File: src/rtl/tl_arbiter2_if.sv
// TileLink-UL A/D channel bundle with fixed 64-bit address and data.
// A master drives the A channel and d_ready. A slave drives a_ready and the D channel.
interface tilelink;
  logic        a_valid;
  logic        a_ready;
  logic [2:0]  a_opcode;
  logic [2:0]  a_param;
  logic [2:0]  a_size;
  logic [3:0]  a_source;
  logic [63:0] a_address;
  logic [7:0]  a_mask;
  logic [63:0] a_data;

  logic        d_valid;
  logic        d_ready;
  logic [2:0]  d_opcode;
  logic [1:0]  d_param;
  logic [2:0]  d_size;
  logic [3:0]  d_source;
  logic [5:0]  d_sink;
  logic        d_denied;
  logic [63:0] d_data;
  logic        d_corrupt;

  modport master (
    output a_valid, a_opcode, a_param, a_size, a_source, a_address, a_mask, a_data, d_ready,
    input  a_ready, d_valid, d_opcode, d_param, d_size, d_source, d_sink, d_denied, d_data,
           d_corrupt
  );

  modport slave (
    input  a_valid, a_opcode, a_param, a_size, a_source, a_address, a_mask, a_data, d_ready,
    output a_ready, d_valid, d_opcode, d_param, d_size, d_source, d_sink, d_denied, d_data,
           d_corrupt
  );
endinterface

File: src/rtl/tl_arbiter2.sv
// Round-robin arbiter that lets ifetch (req0) and the LSU (req1) share the MMU virtual port.
// One transaction is outstanding at a time. Page faults go back to the owner as a one-cycle pulse.
module tl_arbiter2 (
  input  logic        clk,
  input  logic        rst_n,
  tilelink.slave      req0_bus,
  tilelink.slave      req1_bus,
  tilelink.master     out_bus,
  input  logic        page_fault,
  input  logic [63:0] tval,
  output logic        fault0,
  output logic        fault1,
  output logic [63:0] fault_tval
);

  typedef enum logic [1:0] {
    S_IDLE  = 2'd0,
    S_BUSY  = 2'd1,
    S_FAULT = 2'd2
  } state_e;

  state_e      state_q, state_d;
  logic        owner_q, owner_d;
  logic        last_q, last_d;
  logic        sent_q, sent_d;
  logic        fault0_q, fault0_d;
  logic        fault1_q, fault1_d;
  logic [63:0] fault_tval_q, fault_tval_d;

  logic busy, sel0, sel1, a_fire, own_d_ready;

  assign busy = (state_q == S_BUSY);
  assign sel0 = busy & ~owner_q;
  assign sel1 = busy &  owner_q;

  // The A channel is shown to the MMU only until it fires once.
  assign out_bus.a_valid   = busy & ~sent_q & (owner_q ? req1_bus.a_valid : req0_bus.a_valid);
  assign out_bus.a_opcode  = sel1 ? req1_bus.a_opcode  : sel0 ? req0_bus.a_opcode  : '0;
  assign out_bus.a_param   = sel1 ? req1_bus.a_param   : sel0 ? req0_bus.a_param   : '0;
  assign out_bus.a_size    = sel1 ? req1_bus.a_size    : sel0 ? req0_bus.a_size    : '0;
  assign out_bus.a_source  = sel1 ? req1_bus.a_source  : sel0 ? req0_bus.a_source  : '0;
  assign out_bus.a_address = sel1 ? req1_bus.a_address : sel0 ? req0_bus.a_address : '0;
  assign out_bus.a_mask    = sel1 ? req1_bus.a_mask    : sel0 ? req0_bus.a_mask    : '0;
  assign out_bus.a_data    = sel1 ? req1_bus.a_data    : sel0 ? req0_bus.a_data    : '0;
  assign out_bus.d_ready   = sel1 ? req1_bus.d_ready   : sel0 ? req0_bus.d_ready   : 1'b0;

  // The owner's a_ready is masked once sent, so a held a_valid never completes a second handshake.
  // A faulting beat is hidden from the owner.
  assign req0_bus.a_ready   = sel0 & ~sent_q & out_bus.a_ready;
  assign req0_bus.d_valid   = sel0 & out_bus.d_valid & ~page_fault;
  assign req0_bus.d_opcode  = sel0 ? out_bus.d_opcode  : '0;
  assign req0_bus.d_param   = sel0 ? out_bus.d_param   : '0;
  assign req0_bus.d_size    = sel0 ? out_bus.d_size    : '0;
  assign req0_bus.d_source  = sel0 ? out_bus.d_source  : '0;
  assign req0_bus.d_sink    = sel0 ? out_bus.d_sink    : '0;
  assign req0_bus.d_denied  = sel0 & out_bus.d_denied;
  assign req0_bus.d_data    = sel0 ? out_bus.d_data    : '0;
  assign req0_bus.d_corrupt = sel0 & out_bus.d_corrupt;

  assign req1_bus.a_ready   = sel1 & ~sent_q & out_bus.a_ready;
  assign req1_bus.d_valid   = sel1 & out_bus.d_valid & ~page_fault;
  assign req1_bus.d_opcode  = sel1 ? out_bus.d_opcode  : '0;
  assign req1_bus.d_param   = sel1 ? out_bus.d_param   : '0;
  assign req1_bus.d_size    = sel1 ? out_bus.d_size    : '0;
  assign req1_bus.d_source  = sel1 ? out_bus.d_source  : '0;
  assign req1_bus.d_sink    = sel1 ? out_bus.d_sink    : '0;
  assign req1_bus.d_denied  = sel1 & out_bus.d_denied;
  assign req1_bus.d_data    = sel1 ? out_bus.d_data    : '0;
  assign req1_bus.d_corrupt = sel1 & out_bus.d_corrupt;

  assign a_fire      = out_bus.a_valid & out_bus.a_ready;
  assign own_d_ready = owner_q ? req1_bus.d_ready : req0_bus.d_ready;

  always_comb begin
    // NOTE: every variable gets a default first, so no path leaves one unassigned (no latch).
    state_d      = state_q;
    owner_d      = owner_q;
    last_d       = last_q;
    sent_d       = sent_q;
    fault0_d     = 1'b0;
    fault1_d     = 1'b0;
    fault_tval_d = fault_tval_q;

    unique case (state_q)
      S_IDLE: begin
        if (req0_bus.a_valid && req1_bus.a_valid) begin
          owner_d = ~last_q;
          state_d = S_BUSY;
        end else if (req0_bus.a_valid) begin
          owner_d = 1'b0;
          state_d = S_BUSY;
        end else if (req1_bus.a_valid) begin
          owner_d = 1'b1;
          state_d = S_BUSY;
        end
      end
      S_BUSY: begin
        if (a_fire) sent_d = 1'b1;
        if (page_fault) begin
          fault_tval_d = tval;
          fault0_d     = ~owner_q;
          fault1_d     =  owner_q;
          state_d      = S_FAULT;
        end else if (out_bus.d_valid && own_d_ready) begin
          last_d  = owner_q;
          sent_d  = 1'b0;
          state_d = S_IDLE;
        end
      end
      S_FAULT: begin
        last_d  = owner_q;
        sent_d  = 1'b0;
        state_d = S_IDLE;
      end
      default: state_d = S_IDLE;
    endcase
  end

  always_ff @(posedge clk or negedge rst_n) begin
    if (!rst_n) begin
      state_q      <= S_IDLE;
      owner_q      <= 1'b0;
      last_q       <= 1'b1;
      sent_q       <= 1'b0;
      fault0_q     <= 1'b0;
      fault1_q     <= 1'b0;
      fault_tval_q <= '0;
    end else begin
      // NOTE: non-blocking assignments here, so every register updates from pre-edge values.
      state_q      <= state_d;
      owner_q      <= owner_d;
      last_q       <= last_d;
      sent_q       <= sent_d;
      fault0_q     <= fault0_d;
      fault1_q     <= fault1_d;
      fault_tval_q <= fault_tval_d;
    end
  end

  assign fault0     = fault0_q;
  assign fault1     = fault1_q;
  assign fault_tval = fault_tval_q;

endmodule

File: src/flat_wrapper.sv
// flat-port wrapper written by rule: the top's interface ports become plain ports
module tl_arbiter2_flat 
  (clk, rst_n, page_fault, tval, fault0, fault1, fault_tval, req0_bus_a_valid, req0_bus_a_opcode, req0_bus_a_param, req0_bus_a_size, req0_bus_a_source, req0_bus_a_address, req0_bus_a_mask, req0_bus_a_data, req0_bus_d_ready, req0_bus_a_ready, req0_bus_d_valid, req0_bus_d_opcode, req0_bus_d_param, req0_bus_d_size, req0_bus_d_source, req0_bus_d_sink, req0_bus_d_denied, req0_bus_d_data, req0_bus_d_corrupt, req1_bus_a_valid, req1_bus_a_opcode, req1_bus_a_param, req1_bus_a_size, req1_bus_a_source, req1_bus_a_address, req1_bus_a_mask, req1_bus_a_data, req1_bus_d_ready, req1_bus_a_ready, req1_bus_d_valid, req1_bus_d_opcode, req1_bus_d_param, req1_bus_d_size, req1_bus_d_source, req1_bus_d_sink, req1_bus_d_denied, req1_bus_d_data, req1_bus_d_corrupt, out_bus_a_valid, out_bus_a_opcode, out_bus_a_param, out_bus_a_size, out_bus_a_source, out_bus_a_address, out_bus_a_mask, out_bus_a_data, out_bus_d_ready, out_bus_a_ready, out_bus_d_valid, out_bus_d_opcode, out_bus_d_param, out_bus_d_size, out_bus_d_source, out_bus_d_sink, out_bus_d_denied, out_bus_d_data, out_bus_d_corrupt);
  tilelink req0_bus_i ();
  tilelink req1_bus_i ();
  tilelink out_bus_i ();
  input  logic clk;
  input  logic rst_n;
  input  logic page_fault;
  input  logic [63:0] tval;
  output logic fault0;
  output logic fault1;
  output logic [63:0] fault_tval;
  input wire logic [$bits(req0_bus_i.a_valid)-1:0] req0_bus_a_valid;
  input wire logic [$bits(req0_bus_i.a_opcode)-1:0] req0_bus_a_opcode;
  input wire logic [$bits(req0_bus_i.a_param)-1:0] req0_bus_a_param;
  input wire logic [$bits(req0_bus_i.a_size)-1:0] req0_bus_a_size;
  input wire logic [$bits(req0_bus_i.a_source)-1:0] req0_bus_a_source;
  input wire logic [$bits(req0_bus_i.a_address)-1:0] req0_bus_a_address;
  input wire logic [$bits(req0_bus_i.a_mask)-1:0] req0_bus_a_mask;
  input wire logic [$bits(req0_bus_i.a_data)-1:0] req0_bus_a_data;
  input wire logic [$bits(req0_bus_i.d_ready)-1:0] req0_bus_d_ready;
  output wire logic [$bits(req0_bus_i.a_ready)-1:0] req0_bus_a_ready;
  output wire logic [$bits(req0_bus_i.d_valid)-1:0] req0_bus_d_valid;
  output wire logic [$bits(req0_bus_i.d_opcode)-1:0] req0_bus_d_opcode;
  output wire logic [$bits(req0_bus_i.d_param)-1:0] req0_bus_d_param;
  output wire logic [$bits(req0_bus_i.d_size)-1:0] req0_bus_d_size;
  output wire logic [$bits(req0_bus_i.d_source)-1:0] req0_bus_d_source;
  output wire logic [$bits(req0_bus_i.d_sink)-1:0] req0_bus_d_sink;
  output wire logic [$bits(req0_bus_i.d_denied)-1:0] req0_bus_d_denied;
  output wire logic [$bits(req0_bus_i.d_data)-1:0] req0_bus_d_data;
  output wire logic [$bits(req0_bus_i.d_corrupt)-1:0] req0_bus_d_corrupt;
  input wire logic [$bits(req1_bus_i.a_valid)-1:0] req1_bus_a_valid;
  input wire logic [$bits(req1_bus_i.a_opcode)-1:0] req1_bus_a_opcode;
  input wire logic [$bits(req1_bus_i.a_param)-1:0] req1_bus_a_param;
  input wire logic [$bits(req1_bus_i.a_size)-1:0] req1_bus_a_size;
  input wire logic [$bits(req1_bus_i.a_source)-1:0] req1_bus_a_source;
  input wire logic [$bits(req1_bus_i.a_address)-1:0] req1_bus_a_address;
  input wire logic [$bits(req1_bus_i.a_mask)-1:0] req1_bus_a_mask;
  input wire logic [$bits(req1_bus_i.a_data)-1:0] req1_bus_a_data;
  input wire logic [$bits(req1_bus_i.d_ready)-1:0] req1_bus_d_ready;
  output wire logic [$bits(req1_bus_i.a_ready)-1:0] req1_bus_a_ready;
  output wire logic [$bits(req1_bus_i.d_valid)-1:0] req1_bus_d_valid;
  output wire logic [$bits(req1_bus_i.d_opcode)-1:0] req1_bus_d_opcode;
  output wire logic [$bits(req1_bus_i.d_param)-1:0] req1_bus_d_param;
  output wire logic [$bits(req1_bus_i.d_size)-1:0] req1_bus_d_size;
  output wire logic [$bits(req1_bus_i.d_source)-1:0] req1_bus_d_source;
  output wire logic [$bits(req1_bus_i.d_sink)-1:0] req1_bus_d_sink;
  output wire logic [$bits(req1_bus_i.d_denied)-1:0] req1_bus_d_denied;
  output wire logic [$bits(req1_bus_i.d_data)-1:0] req1_bus_d_data;
  output wire logic [$bits(req1_bus_i.d_corrupt)-1:0] req1_bus_d_corrupt;
  output wire logic [$bits(out_bus_i.a_valid)-1:0] out_bus_a_valid;
  output wire logic [$bits(out_bus_i.a_opcode)-1:0] out_bus_a_opcode;
  output wire logic [$bits(out_bus_i.a_param)-1:0] out_bus_a_param;
  output wire logic [$bits(out_bus_i.a_size)-1:0] out_bus_a_size;
  output wire logic [$bits(out_bus_i.a_source)-1:0] out_bus_a_source;
  output wire logic [$bits(out_bus_i.a_address)-1:0] out_bus_a_address;
  output wire logic [$bits(out_bus_i.a_mask)-1:0] out_bus_a_mask;
  output wire logic [$bits(out_bus_i.a_data)-1:0] out_bus_a_data;
  output wire logic [$bits(out_bus_i.d_ready)-1:0] out_bus_d_ready;
  input wire logic [$bits(out_bus_i.a_ready)-1:0] out_bus_a_ready;
  input wire logic [$bits(out_bus_i.d_valid)-1:0] out_bus_d_valid;
  input wire logic [$bits(out_bus_i.d_opcode)-1:0] out_bus_d_opcode;
  input wire logic [$bits(out_bus_i.d_param)-1:0] out_bus_d_param;
  input wire logic [$bits(out_bus_i.d_size)-1:0] out_bus_d_size;
  input wire logic [$bits(out_bus_i.d_source)-1:0] out_bus_d_source;
  input wire logic [$bits(out_bus_i.d_sink)-1:0] out_bus_d_sink;
  input wire logic [$bits(out_bus_i.d_denied)-1:0] out_bus_d_denied;
  input wire logic [$bits(out_bus_i.d_data)-1:0] out_bus_d_data;
  input wire logic [$bits(out_bus_i.d_corrupt)-1:0] out_bus_d_corrupt;
  assign req0_bus_i.a_valid = req0_bus_a_valid;
  assign req0_bus_i.a_opcode = req0_bus_a_opcode;
  assign req0_bus_i.a_param = req0_bus_a_param;
  assign req0_bus_i.a_size = req0_bus_a_size;
  assign req0_bus_i.a_source = req0_bus_a_source;
  assign req0_bus_i.a_address = req0_bus_a_address;
  assign req0_bus_i.a_mask = req0_bus_a_mask;
  assign req0_bus_i.a_data = req0_bus_a_data;
  assign req0_bus_i.d_ready = req0_bus_d_ready;
  assign req0_bus_a_ready = req0_bus_i.a_ready;
  assign req0_bus_d_valid = req0_bus_i.d_valid;
  assign req0_bus_d_opcode = req0_bus_i.d_opcode;
  assign req0_bus_d_param = req0_bus_i.d_param;
  assign req0_bus_d_size = req0_bus_i.d_size;
  assign req0_bus_d_source = req0_bus_i.d_source;
  assign req0_bus_d_sink = req0_bus_i.d_sink;
  assign req0_bus_d_denied = req0_bus_i.d_denied;
  assign req0_bus_d_data = req0_bus_i.d_data;
  assign req0_bus_d_corrupt = req0_bus_i.d_corrupt;
  assign req1_bus_i.a_valid = req1_bus_a_valid;
  assign req1_bus_i.a_opcode = req1_bus_a_opcode;
  assign req1_bus_i.a_param = req1_bus_a_param;
  assign req1_bus_i.a_size = req1_bus_a_size;
  assign req1_bus_i.a_source = req1_bus_a_source;
  assign req1_bus_i.a_address = req1_bus_a_address;
  assign req1_bus_i.a_mask = req1_bus_a_mask;
  assign req1_bus_i.a_data = req1_bus_a_data;
  assign req1_bus_i.d_ready = req1_bus_d_ready;
  assign req1_bus_a_ready = req1_bus_i.a_ready;
  assign req1_bus_d_valid = req1_bus_i.d_valid;
  assign req1_bus_d_opcode = req1_bus_i.d_opcode;
  assign req1_bus_d_param = req1_bus_i.d_param;
  assign req1_bus_d_size = req1_bus_i.d_size;
  assign req1_bus_d_source = req1_bus_i.d_source;
  assign req1_bus_d_sink = req1_bus_i.d_sink;
  assign req1_bus_d_denied = req1_bus_i.d_denied;
  assign req1_bus_d_data = req1_bus_i.d_data;
  assign req1_bus_d_corrupt = req1_bus_i.d_corrupt;
  assign out_bus_a_valid = out_bus_i.a_valid;
  assign out_bus_a_opcode = out_bus_i.a_opcode;
  assign out_bus_a_param = out_bus_i.a_param;
  assign out_bus_a_size = out_bus_i.a_size;
  assign out_bus_a_source = out_bus_i.a_source;
  assign out_bus_a_address = out_bus_i.a_address;
  assign out_bus_a_mask = out_bus_i.a_mask;
  assign out_bus_a_data = out_bus_i.a_data;
  assign out_bus_d_ready = out_bus_i.d_ready;
  assign out_bus_i.a_ready = out_bus_a_ready;
  assign out_bus_i.d_valid = out_bus_d_valid;
  assign out_bus_i.d_opcode = out_bus_d_opcode;
  assign out_bus_i.d_param = out_bus_d_param;
  assign out_bus_i.d_size = out_bus_d_size;
  assign out_bus_i.d_source = out_bus_d_source;
  assign out_bus_i.d_sink = out_bus_d_sink;
  assign out_bus_i.d_denied = out_bus_d_denied;
  assign out_bus_i.d_data = out_bus_d_data;
  assign out_bus_i.d_corrupt = out_bus_d_corrupt;
  tl_arbiter2 u_core (.clk(clk), .rst_n(rst_n), .req0_bus(req0_bus_i), .req1_bus(req1_bus_i), .out_bus(out_bus_i), .page_fault(page_fault), .tval(tval), .fault0(fault0), .fault1(fault1), .fault_tval(fault_tval));
endmodule
File: config.mk
export PLATFORM = sky130hd
export DESIGN_NAME = tl_arbiter2_flat
export DESIGN_NICKNAME = d
export VERILOG_FILES = /design/src/rtl/tl_arbiter2_if.sv /design/src/rtl/tl_arbiter2.sv /design/src/flat_wrapper.sv
export SDC_FILE = /design/constraint.sdc
export NUM_CORES = 1
export LEC_CHECK = 0
export CORE_AREA = 2 2 325 327
export CTS_CLUSTER_DIAMETER = 40
export CTS_CLUSTER_SIZE = 25
export DETAILED_ROUTE_END_ITERATION = 6
export DIE_AREA = 0 0 327 329
export SLEW_MARGIN = 0
export SYNTH_ARGS = -nofsm -noshare
export SYNTH_HDL_FRONTEND = slang
export SYNTH_SLANG_ARGS = --single-unit
File: constraint.sdc
create_clock -name clk -period 2.6 [get_ports clk]
set_input_delay 0.39 -clock clk [delete_from_list [all_inputs] [get_ports clk]]
set_output_delay 0.39 -clock clk [all_outputs]
set_load 0.005 [all_outputs]
==> results.cfg, run 1 <==
[status]
status = complete, but fails checks
violations = setup timing

[synthesis]
synth_top_area_share_pct = 26.6
synth_top_area_cell = dfrtp_1
synth_area_per_cell_sq_um = 9.29
muxShareOfSynthArea_pct = 34.3
synth_edf_count = 0
ys_ff_latch = 71
synthAdderAreaFrac_pct = 0.760
ys_top_cells_by_area = dfrtp_1 (27%), mux2i_1 (23%), nor2b_1 (14%), mux2_2 (11%), and3_1 (8.1%)
synthCells = 709
synth-async-reset-ratio_pct = 100
synth_nets = 1168
synth_cell_type_count = 26
synthSimpleGateAreaFrac_pct = 31.5
netlist_area_sq_um = 6580
synth_top_family_by_area = multiplexers
yosys-top-cells-count = mux2i_1 (150), nor2b_1 (150), and3_1 (85), and2_1 (84), dfrtp_1 (70)
synth-xor-area-share_pct = 0
synth_ff_type = dfrtp_1
ys_warn_count = 0
seq_area_frac_synth_pct = 27.0
synth_compound_area_share_pct = 0.855

[clock_network]
cts.htree.levels = 3
clockBufferDepth = 2
cts_root_buf = clkbuf_16
cts_tree = yes
numCtsBuffers = 9
clkTransAtPathRegs_ps = 60
cts.sinks = 71
clock_latency_ps = 360

[die]
core_area_sq_um = 104000
die_x_microns = 327
rows = 119
ios = 844
initial_utilization_pct = 6.31
die_h_microns = 329
dieArea_sq_um = 108000

[setup_path]
r2r-start = u_core.owner_q
crit_start = u_core.state_q[1]
r2r-end = u_core.state_q[0]
cp_data_arrival_time_ps = 2270
worst-path-max-fanout = 22
worst-r2r-setup-slack_ps = 740
cp-start-kind = flop
rr_worst_depth = 5
crit_type = flop to output pin
worstPathRequired_ps = 2210
end_kind = output pin

[timing]
layout_setup_ws_ps = -55.3
period_share_pct = 102
max_slew_margin_pct = 29.8
fin_crit_ps = 2660
skew_ps = 7.30
fmax_mhz = 377
rsz0062_at_grt = yes
max_slew.worst_pin.slew_ps = 1050
setup_viol = 24
drv_slew = 0
setup_tns_ps = -489
hold_viol = 0

[route]
finalWirelength_microns = 80300
drt_iter0_drc = 361
via_per_inst = 3.12
drc = 0
dr_total_vias = 9237
wl_per_cell_microns = 27.1
firstDrtPassIters = 5
ant_nets = 0

[power]
ir_worst_vdd_v = 0.000388
p_per_area_nw_per_um2 = 925
p_leak_nw = 8.66

[final_layout]
fin_nets = 2013
post_route_cells_drive_above_1_share_pct = 16.0
syn_to_final_growth_pct = 177
layout.cells.non_filler = 2963

[global_routing]
gr-total-overflow = 0
grt.total_usage_pct = 13.9
grt_start_max_net_pins = 72
grt_pass1_vias = 9162
grt_pass1_wl_microns = 97200
antenna_found_initial = 68

[job]
cap_violations = 0

[place]
gp_congestion = 0.901
dp.cells = 2912
portBuffers = 843
place_hpwl_microns = 69600

[worst_hold_path]
hp-class = input pin to asynchronous set/reset pin
==> per-layer routing <==
| layer | GRT usage, % | vias to the layer above | wire length (microns) |
|---|---|---|---|
| met5 | 0 | - | 185 |
| met4 | 1.31 | 28 | 769 |
| met3 | 8.81 | 106 | 11500 |
| met2 | 22.7 | 578 | 36800 |
| met1 | 15.7 | 4398 | 31000 |
| li1 | - | 4127 | - |
==> power by group <==
| part | total [mW] | internal (mW) | switching [mW] |
|---|---|---|---|
| clock | 1.31 | 0.749 | 0.557 |
| sequential | 2.00 | 1.68 | 0.320 |
| combinational | 13.5 | 7.65 | 5.90 |
| total | 16.9 | 10.1 | 6.78 |
==> kinds of logic (layout without fill, tap and decap cells) <==
| group | Yosys count | count (layout) |
|---|---|---|
| compound gates | 9 | 9 |
| fa+ha+maj | 4 | 4 |
| buf+inv | 74 | 924 |
| flops | 71 | 71 |
| mux | 217 | 217 |
| other cells | 0 | 13 |
| simple gates | 334 | 334 |
==> worst max-delay path by stage <==
stage / end / slack [ps] / cells after the start
final: req1_bus_d_data[14] / -60 / 6
after global routing: req0_bus_a_ready / -150 / 6
after CTS: req0_bus_d_data[60] / -110 / 7
after detailed placement: req0_bus_a_ready / 100 / 6
after global placement: req0_bus_a_ready / 90 / 6
after floorplan: req0_bus_d_data[16] / 770 / 7
==> metrics by stage <==
stage | hold slack [ps] | area (sq um) | total power, mW | util (%) | worst slack, ps
finish | 186 | 18200 | 16.9 | 17.5 | -55.3
global route | 276 | 18200 | 18.0 | 17.4 | -150
CTS | 246 | 17700 | 16.8 | 17.0 | -108
detailed placement | 492 | 17000 | 14.6 | 16.3 | 98.7
global placement | 487 | 17000 | 14.6 | 16.3 | 90.2
floorplan | 94.4 | 6580 | 6.51 | - | 772
==> final cells by class <==
class	count	area (sq um)
Fill cell	11700	86200
Timing Repair Buffer	904	9610
Multi-Input combinational cell	564	4740
Sequential cell	71	1780
Tap cell	1391	1740
Clock buffer	10	229
Clock inverter	6	68.8
Antenna cell	13	32.5
Inverter	4	15.0
==> timing repair <==
action / CTS / global route
buffers inserted: 8 / 4
gates cloned: 7 / 4
hold buffers: 0 / 0
pin swaps: 1 / 0
endpoints found under the setup margin: 275 / 196
resized for setup: 122 / 122
==> flip-flops by register name, indices dropped and copies added, names as in the netlist <==
register and count:
u_core.fault_tval 64, u_core.state_q 2, u_core.fault0 1, u_core.fault1 1
u_core.last_q 1, u_core.owner_q 1, u_core.sent_q 1
==> layout by cell type (no fill, tap or decap), types with 2 or more instances in the layout <==
| master | n |
|---|---|
| inv_1 | 3 |
| diode_2 | 13 |
| clkdlybuf4s50_1 | 646 |
| buf_6 | 6 |
| and3_1 | 85 |
| dfrtp_1 | 69 |
| mux2i_1 | 126 |
| dlymetal6s2s_1 | 77 |
| nor2b_1 | 124 |
| dlygate4sd2_1 | 74 |
| nor2b_2 | 18 |
| a21oi_1 | 2 |
| mux2i_4 | 7 |
| mux2_2 | 65 |
| mux2i_2 | 18 |
| nand2b_1 | 2 |
| nor2_1 | 3 |
| nor3b_1 | 2 |
| bufbuf_16 | 2 |
| clkbuf_16 | 13 |
| buf_4 | 55 |
| o21ai_0 | 3 |
| clkinv_4 | 2 |
| nand2_1 | 4 |
| and2_1 | 79 |
| nor3b_2 | 2 |
| and2_4 | 5 |
| nor2b_4 | 8 |
| buf_12 | 25 |
| buf_16 | 14 |
| ha_1 | 3 |
==> critical path, cell delays in order (launching register included) <==
cell and delay [ps]:
dfrtp_1 400, inv_2 110, ha_4 230, buf_6 200, buf_16 180, and3_1 240, clkdlybuf4s50_1 530
Note: power is estimated with default switching activity, not from simulation.
==> run 2, diff against run 1 <==
--- a/config.mk
+++ b/config.mk
@@ -10,6 +10,7 @@
 export CTS_CLUSTER_SIZE = 25
 export DETAILED_ROUTE_END_ITERATION = 6
 export DIE_AREA = 0 0 327 329
+export HOLD_SLACK_MARGIN = 0.12
 export SLEW_MARGIN = 0
 export SYNTH_ARGS = -nofsm -noshare
 export SYNTH_HDL_FRONTEND = slang
==> results of run 2 <==
No change in the layout: final DEF, timing and power equal those of run 1.
==> run 3, diff against run 2 <==
--- a/config.mk
+++ b/config.mk
@@ -5,6 +5,7 @@
 export SDC_FILE = /design/constraint.sdc
 export NUM_CORES = 1
 export LEC_CHECK = 0
+export ABC_CLOCK_PERIOD_IN_PS = 2600
 export CORE_AREA = 2 2 325 327
 export CTS_CLUSTER_DIAMETER = 40
 export CTS_CLUSTER_SIZE = 25
==> results of run 3 <==
No change in the layout: final DEF, timing and power equal those of run 1.
